[src/rtl/fsm_input_conditioner.sv]
// ============================================================================
//  Module   : fsm_input_conditioner
//  Purpose  : Conditions two asynchronous, bouncing push-button levels for a
//             downstream sequencing FSM. Each input is synchronized by two
//             flops and then debounced by a per-channel hold counter. The "go"
//             channel is presented as a debounced level. The "jmp" channel is
//             presented as a one-cycle pulse on each debounced rising edge,
//             and those pulses are counted.
//  Ports    : clk      - single clock, rising-edge active
//             rst      - asynchronous active-high reset
//             go_raw   - raw "go" button level (asynchronous, bouncing)
//             jmp_raw  - raw "jmp" button level (asynchronous, bouncing)
//             go       - debounced go level (registered)
//             jmp      - single-cycle pulse per debounced jmp press (registered)
//             jmp_cnt  - 8-bit wrapping count of jmp pulses since reset
//  Revision : 1.0 - initial release
// ============================================================================
`default_nettype none

module fsm_input_conditioner #(
  parameter int unsigned DEBOUNCE_CYCLES = 4
) (
  input  logic       clk,
  input  logic       rst,
  input  logic       go_raw,
  input  logic       jmp_raw,
  output logic       go,
  output logic       jmp,
  output logic [7:0] jmp_cnt
);

  // Counter value at which a disagreeing level is accepted. The counter
  // counts disagreeing cycles 0..DEBOUNCE_CYCLES-1, so the new level is
  // taken on the DEBOUNCE_CYCLES-th consecutive disagreeing edge.
  localparam logic [7:0] C_CNT_LAST = 8'(DEBOUNCE_CYCLES - 1);

  // Channel 0 = go, channel 1 = jmp.
  logic [1:0] w_raw;
  logic [1:0] w_db;

  assign w_raw = {jmp_raw, go_raw};

  for (genvar g = 0; g < 2; g++) begin : g_ch
    logic       sync1_q;
    logic       sync2_q;
    logic       db_q;
    logic       db_d;
    logic [7:0] cnt_q;
    logic [7:0] cnt_d;

    always_ff @(posedge clk or posedge rst) begin
      if (rst) begin
        sync1_q <= 1'b0;
        sync2_q <= 1'b0;
        db_q    <= 1'b0;
        cnt_q   <= 8'd0;
      end else begin
        sync1_q <= w_raw[g];
        sync2_q <= sync1_q;
        db_q    <= db_d;
        cnt_q   <= cnt_d;
      end
    end

    // Any cycle where the synchronized level agrees with the debounced
    // level restarts the qualification window from zero.
    always_comb begin
      db_d  = db_q;
      cnt_d = 8'd0;
      if (sync2_q != db_q) begin
        if (cnt_q == C_CNT_LAST) begin
          db_d = sync2_q;
        end else begin
          cnt_d = cnt_q + 8'd1;
        end
      end
    end

    assign w_db[g] = db_q;
  end

  // jmp edge detector: remembers last cycle's debounced jmp level so that
  // only a 0->1 change of the debounced level produces a pulse.
  logic       jmp_db_prev_q;
  logic       jmp_q;
  logic [7:0] jmp_cnt_q;
  logic       w_jmp_rise;

  assign w_jmp_rise = w_db[1] & ~jmp_db_prev_q;

  always_ff @(posedge clk or posedge rst) begin
    if (rst) begin
      jmp_db_prev_q <= 1'b0;
      jmp_q         <= 1'b0;
      jmp_cnt_q     <= 8'd0;
    end else begin
      jmp_db_prev_q <= w_db[1];
      jmp_q         <= w_jmp_rise;
      // Free-running 8-bit count; wraps 255 -> 0 by design.
      if (w_jmp_rise) begin
        jmp_cnt_q <= jmp_cnt_q + 8'd1;
      end
    end
  end

  assign go      = w_db[0];
  assign jmp     = jmp_q;
  assign jmp_cnt = jmp_cnt_q;

endmodule

`default_nettype wire

[config.mk]
export PLATFORM = sky130hd
export DESIGN_NAME = fsm_input_conditioner
export DESIGN_NICKNAME = d
export VERILOG_FILES = /design/src/rtl/fsm_input_conditioner.sv
export SDC_FILE = /design/constraint.sdc
export NUM_CORES = 1
export LEC_CHECK = 0
export CORE_AREA = 2 2 50 52
export DETAILED_ROUTE_END_ITERATION = 12
export DIE_AREA = 0 0 52 54
export DONT_BUFFER_PORTS = 1
export PLACE_DENSITY = 0.77
export SYNTH_ARGS = -nofsm -noshare
export SYNTH_HDL_FRONTEND = slang
export SYNTH_SLANG_ARGS = --single-unit
[constraint.sdc]
create_clock -name clk -period 5.15 [get_ports clk]
set_input_delay 0.2575 -clock clk [delete_from_list [all_inputs] [get_ports clk]]
set_output_delay 0.2575 -clock clk [all_outputs]
set_load 0.05 [all_outputs]
After elaboration in Yosys (flattened, before gate mapping)
Index checks and enable logic that the tools add are counted.

Register bits: 32. Latch bits: 0. Bits in writable memories: 0. Memory bits (read-only): 0. Bits of input ports: 4. Output and inout port bits: 10. Word-level logic and storage cells: 26. Memories kept: 0.

Add/subtract/negate cells: 3. $mul: 0. Divide/modulo/power cells: 0. $lt $le $gt $ge: 0. Equal/unequal tests: 4. Shift-type cells: 0. Multiplexer cells: 4. Bitwise logic cells: 2. Reductions and logical operators: 2.

Operator list (count): $mux 8 (4); $add 8x1->8 const B (3); $eq 8x2->1 const B (2); $reduce_and 2->1 (2); $ne 1x1->1 (2); $and 1x1->1 (1); $not 1->1 (1).

Longest topological paths before layout
Gate-level depths: netlist of run 1.

Depth in word-level cells: 3. Depth in mapped cells: 4. Gate-level depth less buffers: 4.

Worst setup path after synthesis of run 1
OpenSTA, ideal clock, no wires.

Path kind: register to register. Start: reg g_ch[0].cnt_q[0]. End: reg g_ch[0].db_q, in the netlist go. Setup time: 125 ps. Data arrival time: 1537 ps. Path slack: 3488 ps. Cell stages (with the launch flop): 5. Buffers on the path: 0. Clock period less this slack: 1662 ps. Path through: dfrtp_1 -> ha_1 -> or4b_4 -> nor4_2 -> mux2_2.

Word-level cells in the longest chain between the ends: 2.

RTL lines: start, declared (line 48) `logic [7:0] cnt_q;`; start signal, assigned (line 61) `cnt_q <= cnt_d;`; $eq 8x2->1 (line 71) `if (cnt_q == C_CNT_LAST) begin`; $reduce_and 2->1 (no source line); end signal, assigned (line 55) `db_q <= 1'b0;`; end signal, assigned (line 60) `db_q <= db_d;`; end, declared (line 46) `logic db_q;`.

Every way passes these cells. A chain may end at the register's enable or synchronous reset.

Worst setup path in the final report of run 1
Start: reg g_ch[0].cnt_q[0]. End: reg g_ch[0].cnt_q[3].

Word-level cells in the longest chain between the ends: 3.

RTL lines: $add 8x1->8 / $eq 8x2->1 (equally long branches) (line 74, 71); $mux 8 (*) (line 71); $mux 8 (*) (line 70) `if (sync2_q != db_q) begin`; named net g_ch[0].cnt_d[3] (line 49) `logic [7:0] cnt_d;`.

Mark *: on every way through the listed nets, which the timed path passes. The rest lies on a longest branch.

==> load_flow_metrics.sql, run 1 <==
INSERT INTO impl_metrics (metric_group, metric, value, unit) VALUES
('run_status', 'status', 'finished, final reports clean', ''),
('timing', 'worst_clock_skew', '12.15', 'ps'),
('final_layout', 'drive_gt1_share', '11.11', '%'),
('timing', 'post-route-min-period', '1788', 'ps'),
('routing', 'drt-wirelength-per-cell', '14.14', 'um'),
('floorplan', 'die_h', '54', 'um'),
('placement', 'placed_cells', '146', ''),
('clocking', 'cts-htree-levels', '2', ''),
('routing', 'num_vias', '880', ''),
('global_route', 'grt_overflow', '0', ''),
('timing', 'worst-slew-pin-transition', '1150', 'ps'),
('placement', 'gp_congestion', '0.7445', ''),
('clocking', 'cts_inserted_buffers', '5', ''),
('logic_synthesis', 'synth_top_flop_cell', 'dfrtp_1', ''),
('final_layout', 'stdcell_count', '156', ''),
('logic_synthesis', 'synth_largest_type_area_fraction', '57.55', '%'),
('power_and_ir_drop', 'powerDensity', '507.1', 'nW/um^2'),
('logic_synthesis', 'avgSynthCellArea', '11.79', 'sq um'),
('worst_hold_path', 'hold_class', 'in2async', ''),
('logic_synthesis', 'synth_largest_area_cell', 'dfrtp_1', ''),
('placement', 'buffer_ports.inserted', '0', ''),
('clocking', 'tritoncts', 'done', ''),
('routing', 'routed_wirelength', '2206', 'um'),
('worst_setup_path', 'cp-end-kind', 'flip-flop', ''),
('global_route', 'global_route.usage.total', '18.91', '%'),
('logic_synthesis', 'synth.lib_cells_used.distinct', '24', ''),
('routing', 'routed_via_density', '5.641', ''),
('routing', 'ant_nets', '0', ''),
('floorplan', 'floorplan.die.width', '52', 'um'),
('worst_setup_path', 'r2r-start', 'g_ch[0].cnt_q[0]', ''),
('placement', 'place_ws', '3354', 'ps'),
('logic_synthesis', 'postSynthRegisterBits', '32', ''),
('final_layout', 'layout-area-overhead-vs-synth', '7.104', '%'),
('clocking', 'cts-resized-gates', '0', ''),
('logic_synthesis', 'number_of_enable_type_register_cells_in_the_synthesized_netlist', '0', ''),
('logic_synthesis', 'post_synth_instance_area', '1391', 'sq um'),
('logic_synthesis', 'yosysWarnings', '0', ''),
('floorplan', 'num_io_pins', '14', ''),
('clocking', 'post_cts.repair.setup_buffers', '0', ''),
('clocking', 'clk_latency_worst_skew_pair', '330', 'ps'),
('floorplan', 'start_util', '59.98', '%'),
('logic_synthesis', 'synth_sequential_area_ratio', '57.55', '%'),
('final_layout', 'antenna_cells_inserted', '0', ''),
('clocking', 'max-clock-path-buffers', '2', ''),
('final_layout', 'fill_cells', '186', ''),
('logic_synthesis', 'synth_fp_nets', '127', ''),
('worst_setup_path', 'criticalPathCategory', 'reg2reg', ''),
('logic_synthesis', 'synthArstFlopShare', '100.0', '%'),
('routing', 'drt_pass1_iterations', '4', ''),
('worst_setup_path', 'setup.reg_to_reg.worst_slack', '3360', 'ps'),
('floorplan', 'floorplan.die_area', '2808', 'sq um'),
('logic_synthesis', 'yosys-top-cells-area', 'dfrtp_1 58%, xnor2_1 5.7%, ha_1 4.5%, xor2_1 3.8%, nand3_1 2.9%', ''),
('timing', 'setup_tns', '0', 'ps'),
('global_route', 'grt_max_degree', '33', ''),
('floorplan', 'row_count', '18', ''),
('logic_synthesis', 'post_synth_top_cells', '32 x dfrtp_1, 10 x nor2_1, 9 x xnor2_1', ''),
('power_and_ir_drop', 'p_leak', '0.6516', 'nW'),
('floorplan', 'core_area', '2320', 'sq um'),
('timing', 'setup_viol_count_final', '0', ''),
('clocking', 'postCtsHoldBufs', '2', ''),
('global_route', 'antenna_violations_before_repair', '0', ''),
('global_route', 'first_global_vias', '846', ''),
('timing', 'max_freq', '559.2', 'MHz'),
('global_route', 'grt_first_pass_wirelength', '3636', 'um'),
('power_and_ir_drop', 'vdd_drop_max', '0.4278', 'mV'),
('worst_setup_path', 'data_arrival_time_of_the_critical_path', '1990', 'ps'),
('placement', 'hpwlAfterDp', '1589', 'um'),
('job', 'maxCapViolations', '0', ''),
('routing', 'detail_route.drc_violations', '0', ''),
('routing', 'initialDrtViolationCount', '5', ''),
('worst_setup_path', 'crit_path_start_kind', 'flip-flop', '');
==> layer usage <==
layer / track usage (%) / vias up / routed length [um]
met5: 0 / - / 0
met4: 9.211 / 0 / 42
met3: 7.500 / 5 / 90
met2: 31.43 / 11 / 1135
met1: 21.28 / 438 / 937
li1: - / 426 / -
==> through the flow <==
step | cell area (sq um) | hold slack, ps | utilization (%) | total power [W]
2_1_floorplan | 1391 | 288.9 | - | 0.0005883
3_3_place_gp | 1414 | 289.0 | 60.95 | 0.0006104
3_5_place_dp | 1414 | 289.0 | 60.95 | 0.0006266
4_1_cts | 1490 | 131.7 | 64.24 | 0.0007658
5_1_grt | 1490 | 182.2 | 64.24 | 0.0008064
6_report | 1490 | 101.1 | 64.24 | 0.0007557
==> worst max-delay path, cell delays in order, from the launching register on <==
cell     delay, ps
dfrtp_1        440
ha_1           190
or4b_4         490
o41ai_4        430
nor2_1         110
==> sequential cells by signal, summed over array words and instances, names as in the netlist <==
| signal | flops |
|---|---|
| g_ch.cnt_q | 16 |
| jmp_cnt | 8 |
| g_ch.sync1_q | 2 |
| g_ch.sync2_q | 2 |
| g_ch.db_q | 1 |
| go | 1 |
| jmp | 1 |
| jmp_db_prev_q | 1 |
==> layout by cell type (no fill, tap or decap) <==
cell type | Yosys | layout
a21o_1 | 1 | 1
a21oi_1 | 6 | 6
and3_1 | 1 | 1
and4b_1 | 1 | 1
clkbuf_4 | 0 | 5
clkinv_2 | 0 | 2
clkinv_4 | 0 | 1
dfrtp_1 | 32 | 32
dlygate4sd3_1 | 0 | 2
ha_1 | 5 | 5
inv_1 | 5 | 5
mux2_2 | 3 | 3
nand2_1 | 5 | 5
nand3_1 | 8 | 8
nand4_1 | 6 | 6
nor2_1 | 10 | 10
nor2b_1 | 1 | 1
nor3_1 | 1 | 1
nor4_2 | 1 | 1
nor4b_1 | 1 | 1
o21ai_0 | 6 | 6
o41ai_4 | 1 | 1
or3_1 | 6 | 6
or4b_4 | 1 | 1
xnor2_1 | 9 | 9
xor2_1 | 6 | 6
==> power by group <==
part	internal [W]	total (W)	switching (W)	leakage [nW]
Clock	0.0000523	0.000138	0.0000862	0.0349
Sequential	0.000303	0.000467	0.000164	0.417
Combinational	0.0000718	0.000150	0.0000780	0.199
==> final cells by class <==
| class | count | area (sq um) | share of cell area [%] |
|---|---|---|---|
| Inverter | 5 | 18.77 | 1.259 |
| Timing Repair Buffer | 2 | 20.02 | 1.343 |
| Sequential cell | 32 | 800.8 | 53.74 |
| Tap cell | 30 | 37.54 | 2.519 |
| Clock buffer | 5 | 37.54 | 2.519 |
| Multi-Input combinational cell | 79 | 556.8 | 37.36 |
| Clock inverter | 3 | 18.77 | 1.259 |
==> worst max-delay path by stage <==
| stage | startpoint | endpoint | slack, ps |
|---|---|---|---|
| finish | g_ch[0].cnt_q[0] | g_ch[0].cnt_q[3] | 3360 |
| global route | g_ch[0].cnt_q[0] | g_ch[0].cnt_q[5] | 3190 |
| CTS | g_ch[0].cnt_q[0] | g_ch[0].cnt_q[2] | 3330 |
| detailed placement | g_ch[0].cnt_q[0] | g_ch[0].cnt_q[2] | 3350 |
| global placement | g_ch[0].cnt_q[0] | go | 3430 |
| floorplan | g_ch[0].cnt_q[0] | go | 3490 |
==> logic make-up (layout without fill, tap and decap cells) <==
| group | after synthesis | count (layout) | share of synthesized area (%) |
|---|---|---|---|
| fa+ha+maj | 5 | 5 | 4.496 |
| mux | 3 | 3 | 2.428 |
| buf+inv | 7 | 15 | 2.428 |
| xor+xnor | 15 | 15 | 9.443 |
| compound gates | 14 | 14 | 6.835 |
| flops | 32 | 32 | 57.55 |
| simple gates | 42 | 42 | 16.82 |
(Power assumes the default switching activity.)
==> run 2: changes to the inputs <==
--- a/config.mk
+++ b/config.mk
@@ -5,11 +5,11 @@
 export SDC_FILE = /design/constraint.sdc
 export NUM_CORES = 1
 export LEC_CHECK = 0
-export CORE_AREA = 2 2 50 52
+export CORE_AREA = 2 2 54 56
 export DETAILED_ROUTE_END_ITERATION = 12
-export DIE_AREA = 0 0 52 54
+export DIE_AREA = 0 0 56 58
 export DONT_BUFFER_PORTS = 1
-export PLACE_DENSITY = 0.77
+export PLACE_DENSITY = 0.7
 export SYNTH_ARGS = -nofsm -noshare
 export SYNTH_HDL_FRONTEND = slang
 export SYNTH_SLANG_ARGS = --single-unit
==> constraint.sdc (replaced) <==
create_clock -name clk -period 1.5 [get_ports clk]
set_input_delay 0.075 -clock clk [delete_from_list [all_inputs] [get_ports clk]]
set_output_delay 0.075 -clock clk [all_outputs]
set_load 0.05 [all_outputs]
==> run 2 against run 1 <==
Core utilization decreased by 1.7 points. Critical endpoint is now go. The flow now finishes with violations (negative setup slack). Critical path type unchanged. Combinational power increased to 7.7 times the previous value. Critical path depth unchanged. Largest cell class unchanged. Via count increased by 7.7%.
==> load_flow_metrics.sql, run 2 (synthesis results as in run 1) <==
INSERT INTO impl_metrics (metric_group, metric, value, unit) VALUES
('power_and_ir_drop', 'share_clk_of_total_power', '17.5', '%'),
('clocking', 'cts_inserted_buffers', '5', ''),
('worst_setup_path', 'cp-end-kind', 'flip-flop', ''),
('routing', 'detail_route.drc_violations', '0', ''),
('final_layout', 'layout-area-overhead-vs-synth', '19.69', '%'),
('floorplan', 'row_count', '19', ''),
('placement', 'gp_congestion', '0.7415', ''),
('floorplan', 'num_io_pins', '14', ''),
('worst_setup_path', 'timing.critical_path.slowest_stage_cell', 'or4b_4', ''),
('routing', 'routed_wirelength', '2300', 'um'),
('global_route', 'global_route.usage.total', '16.13', '%'),
('worst_setup_path', 'data_arrival_time_of_the_critical_path', '1860', 'ps'),
('timing', 'worst_hold_slack', '115.2', 'ps'),
('power_and_ir_drop', 'vdd_drop_max', '1.506', 'mV'),
('placement', 'buffer_ports.inserted', '0', ''),
('worst_setup_path', 'cp_data_required_time', '1710', 'ps'),
('timing', 'worst-slew-pin-transition', '501.1', 'ps'),
('final_layout', 'most_common_cell_after_layout_fill_and_taps_aside', 'dfrtp_1', ''),
('global_route', 'grt_first_pass_wirelength', '4015', 'um'),
('worst_setup_path', 'critical_path.cell_chain', 'ha_1 -> or4b_4 -> nor4_4 -> mux2_4', ''),
('clocking', 'clk_latency_worst_skew_pair', '320', 'ps'),
('timing', 'post-route-min-period', '1649', 'ps'),
('worst_setup_path', 'path_depth_of_the_worst_reg2reg_path', '4', ''),
('run_status', 'status', 'finished, violations left', ''),
('floorplan', 'die_h', '58', 'um'),
('timing', 'unrepaired_setup_endpoints_after_global_routing', 'true', ''),
('global_route', 'antenna_violations_before_repair', '0', ''),
('routing', 'routed_via_density', '5.386', ''),
('clocking', 'clk_pin_slew_worst_paths', '100', 'ps'),
('final_layout', 'number_of_flip_flops_under_the_largest_register_name', '16', ''),
('floorplan', 'floorplan.die_area', '3248', 'sq um'),
('power_and_ir_drop', 'powerDensity', '1734', 'nW/um^2'),
('final_layout', 'stdcell_count', '176', ''),
('worst_setup_path', 'crit_path_start_kind', 'flip-flop', ''),
('timing', 'timing.final.max_slew_violations', '0', ''),
('job', 'maxCapViolations', '0', ''),
('timing', 'worst_clock_skew', '8.278', 'ps'),
('clocking', 'root_buffer', 'clkbuf_4', ''),
('power_and_ir_drop', 'power.combinational.fraction', '39.9', '%'),
('worst_setup_path', 'criticalPathCategory', 'reg2reg', ''),
('final_layout', 'antenna_cells_inserted', '0', ''),
('global_route', 'grt_max_degree', '27', ''),
('run_status', 'failed_checks', 'negative setup slack', ''),
('power_and_ir_drop', 'p_total', '0.002888', 'W'),
('timing', 'finalWorstSetupSlack', '-148.5', 'ps'),
('final_layout', 'regMostFlops', 'g_ch.cnt_q', ''),
('worst_setup_path', 'r2r-end', 'go', ''),
('placement', 'hpwlAfterDp', '1640', 'um'),
('worst_setup_path', 'critical_path.max_stage_delay', '500', 'ps'),
('power_and_ir_drop', 'power.share.sequential', '42.6', '%'),
('power_and_ir_drop', 'power.switching_fraction', '40.07', '%'),
('final_layout', 'finish.utilization', '62.55', '%'),
('power_and_ir_drop', 'p_leak', '0.7520', 'nW'),
('final_layout', 'final_net_count', '153', ''),
('power_and_ir_drop', 'internal-power', '0.001731', 'W'),
('worst_setup_path', 'setup.reg_to_reg.worst_slack', '-150', 'ps'),
('clocking', 'max-clock-path-buffers', '2', ''),
('power_and_ir_drop', 'power.net_switching', '0.001157', 'W'),
('floorplan', 'floorplan.die.width', '56', 'um'),
('global_route', 'first_global_vias', '915', ''),
('clocking', 'tritoncts', 'done', ''),
('clocking', 'cts-htree-levels', '2', ''),
('floorplan', 'start_util', '52.26', '%'),
('clocking', 'tritoncts_num_sinks', '32', ''),
('worst_setup_path', 'timing.critical_path.buf_inv', '0', ''),
('timing', 'setup_viol_count_final', '9', ''),
('routing', 'num_vias', '948', ''),
('routing', 'initialDrtViolationCount', '29', ''),
('global_route', 'grt_overflow', '0', ''),
('worst_setup_path', 'path_delay_family', 'simple AND/OR/NAND/NOR gates', ''),
('routing', 'ant_nets', '0', ''),
('timing', 'layout_worst_path_cycle_share', '109.9', '%'),
('final_layout', 'most_frequent_cells_in_the_layout', '32 x dfrtp_1, 17 x buf_4, 10 x nor2_1', ''),
('final_layout', 'drive_gt1_share', '22.07', '%'),
('worst_setup_path', 'maximum_fanout_along_the_worst_path', '2', ''),
('timing', 'max_freq', '606.6', 'MHz'),
('routing', 'drt_pass1_iterations', '4', ''),
('timing', 'final_hold_viol_count', '0', ''),
('worst_hold_path', 'hold_class', 'in2async', ''),
('timing', 'setup_tns', '-987.0', 'ps'),
('routing', 'drt-wirelength-per-cell', '13.07', 'um'),
('placement', 'placed_cells', '165', ''),
('floorplan', 'core_area', '2663', 'sq um'),
('timing', 'slew-limit-headroom', '66.59', '%'),
('worst_setup_path', 'r2r-start', 'g_ch[0].cnt_q[0]', '');
-- run 2: power by group through the flow --
stage	Clock [W]	Combinational (W)	Sequential (W)
3_5_place_dp	0	0.00112	0.00125
2_1_floorplan	0	0.000464	0.00156
6_report	0.000505	0.00115	0.00123
5_1_grt	0.000553	0.00125	0.00126
3_3_place_gp	0	0.00109	0.00124
4_1_cts	0.000525	0.00115	0.00123
-- run 2: through the flow --
step,setup WS (ps),instance area (sq um)
6_report,-148.5,1665
5_1_grt,-210.2,1665
4_1_cts,-154.8,1655
3_5_place_dp,-164.4,1550
3_3_place_gp,-96.73,1550
2_1_floorplan,-162.2,1391
-- run 2: layout make-up --
| cell class | count | area, sq um |
|---|---|---|
| Clock buffer | 7 | 55.05 |
| Clock inverter | 1 | 7.507 |
| Fill cell | 216 | 997.2 |
| Inverter | 5 | 18.77 |
| Multi-Input combinational cell | 79 | 575.6 |
| Sequential cell | 32 | 800.8 |
| Tap cell | 31 | 38.79 |
| Timing Repair Buffer | 21 | 168.9 |
-- run 2: routing by layer --
layer	global-route usage, %	wire length (um)	vias up
met4	5.442	55	0
met3	6.473	104	7
li1	-	-	460
met1	20.38	1026	462
met2	25.55	1114	19
met5	0	0	-
-- run 2: worst max path at each step --
| stage | cells after the start | end | slack, ps | from |
|---|---|---|---|---|
| floorplan | 4 | go | -160 | g_ch[0].cnt_q[0] |
| global placement | 4 | go | -100 | g_ch[0].cnt_q[0] |
| detailed placement | 4 | go | -160 | g_ch[0].cnt_q[0] |
| CTS | 4 | go | -150 | g_ch[0].cnt_q[0] |
| global route | 4 | go | -210 | g_ch[0].cnt_q[0] |
| finish | 4 | go | -150 | g_ch[0].cnt_q[0] |
-- run 2: worst register-to-register path, stage by stage (launching register included) --
cell and delay (ps):
dfrtp_1 370, ha_1 160, or4b_4 500, nor4_4 180
mux2_4 320
-- run 2: what timing repair did --
item / CTS / global route
setup buffers: 0 / 0
endpoints found under the setup margin: 9 / 17
resized for setup: 2 / 2
hold buffers: 3 / 0
endpoints found under the hold margin: 34 / 0
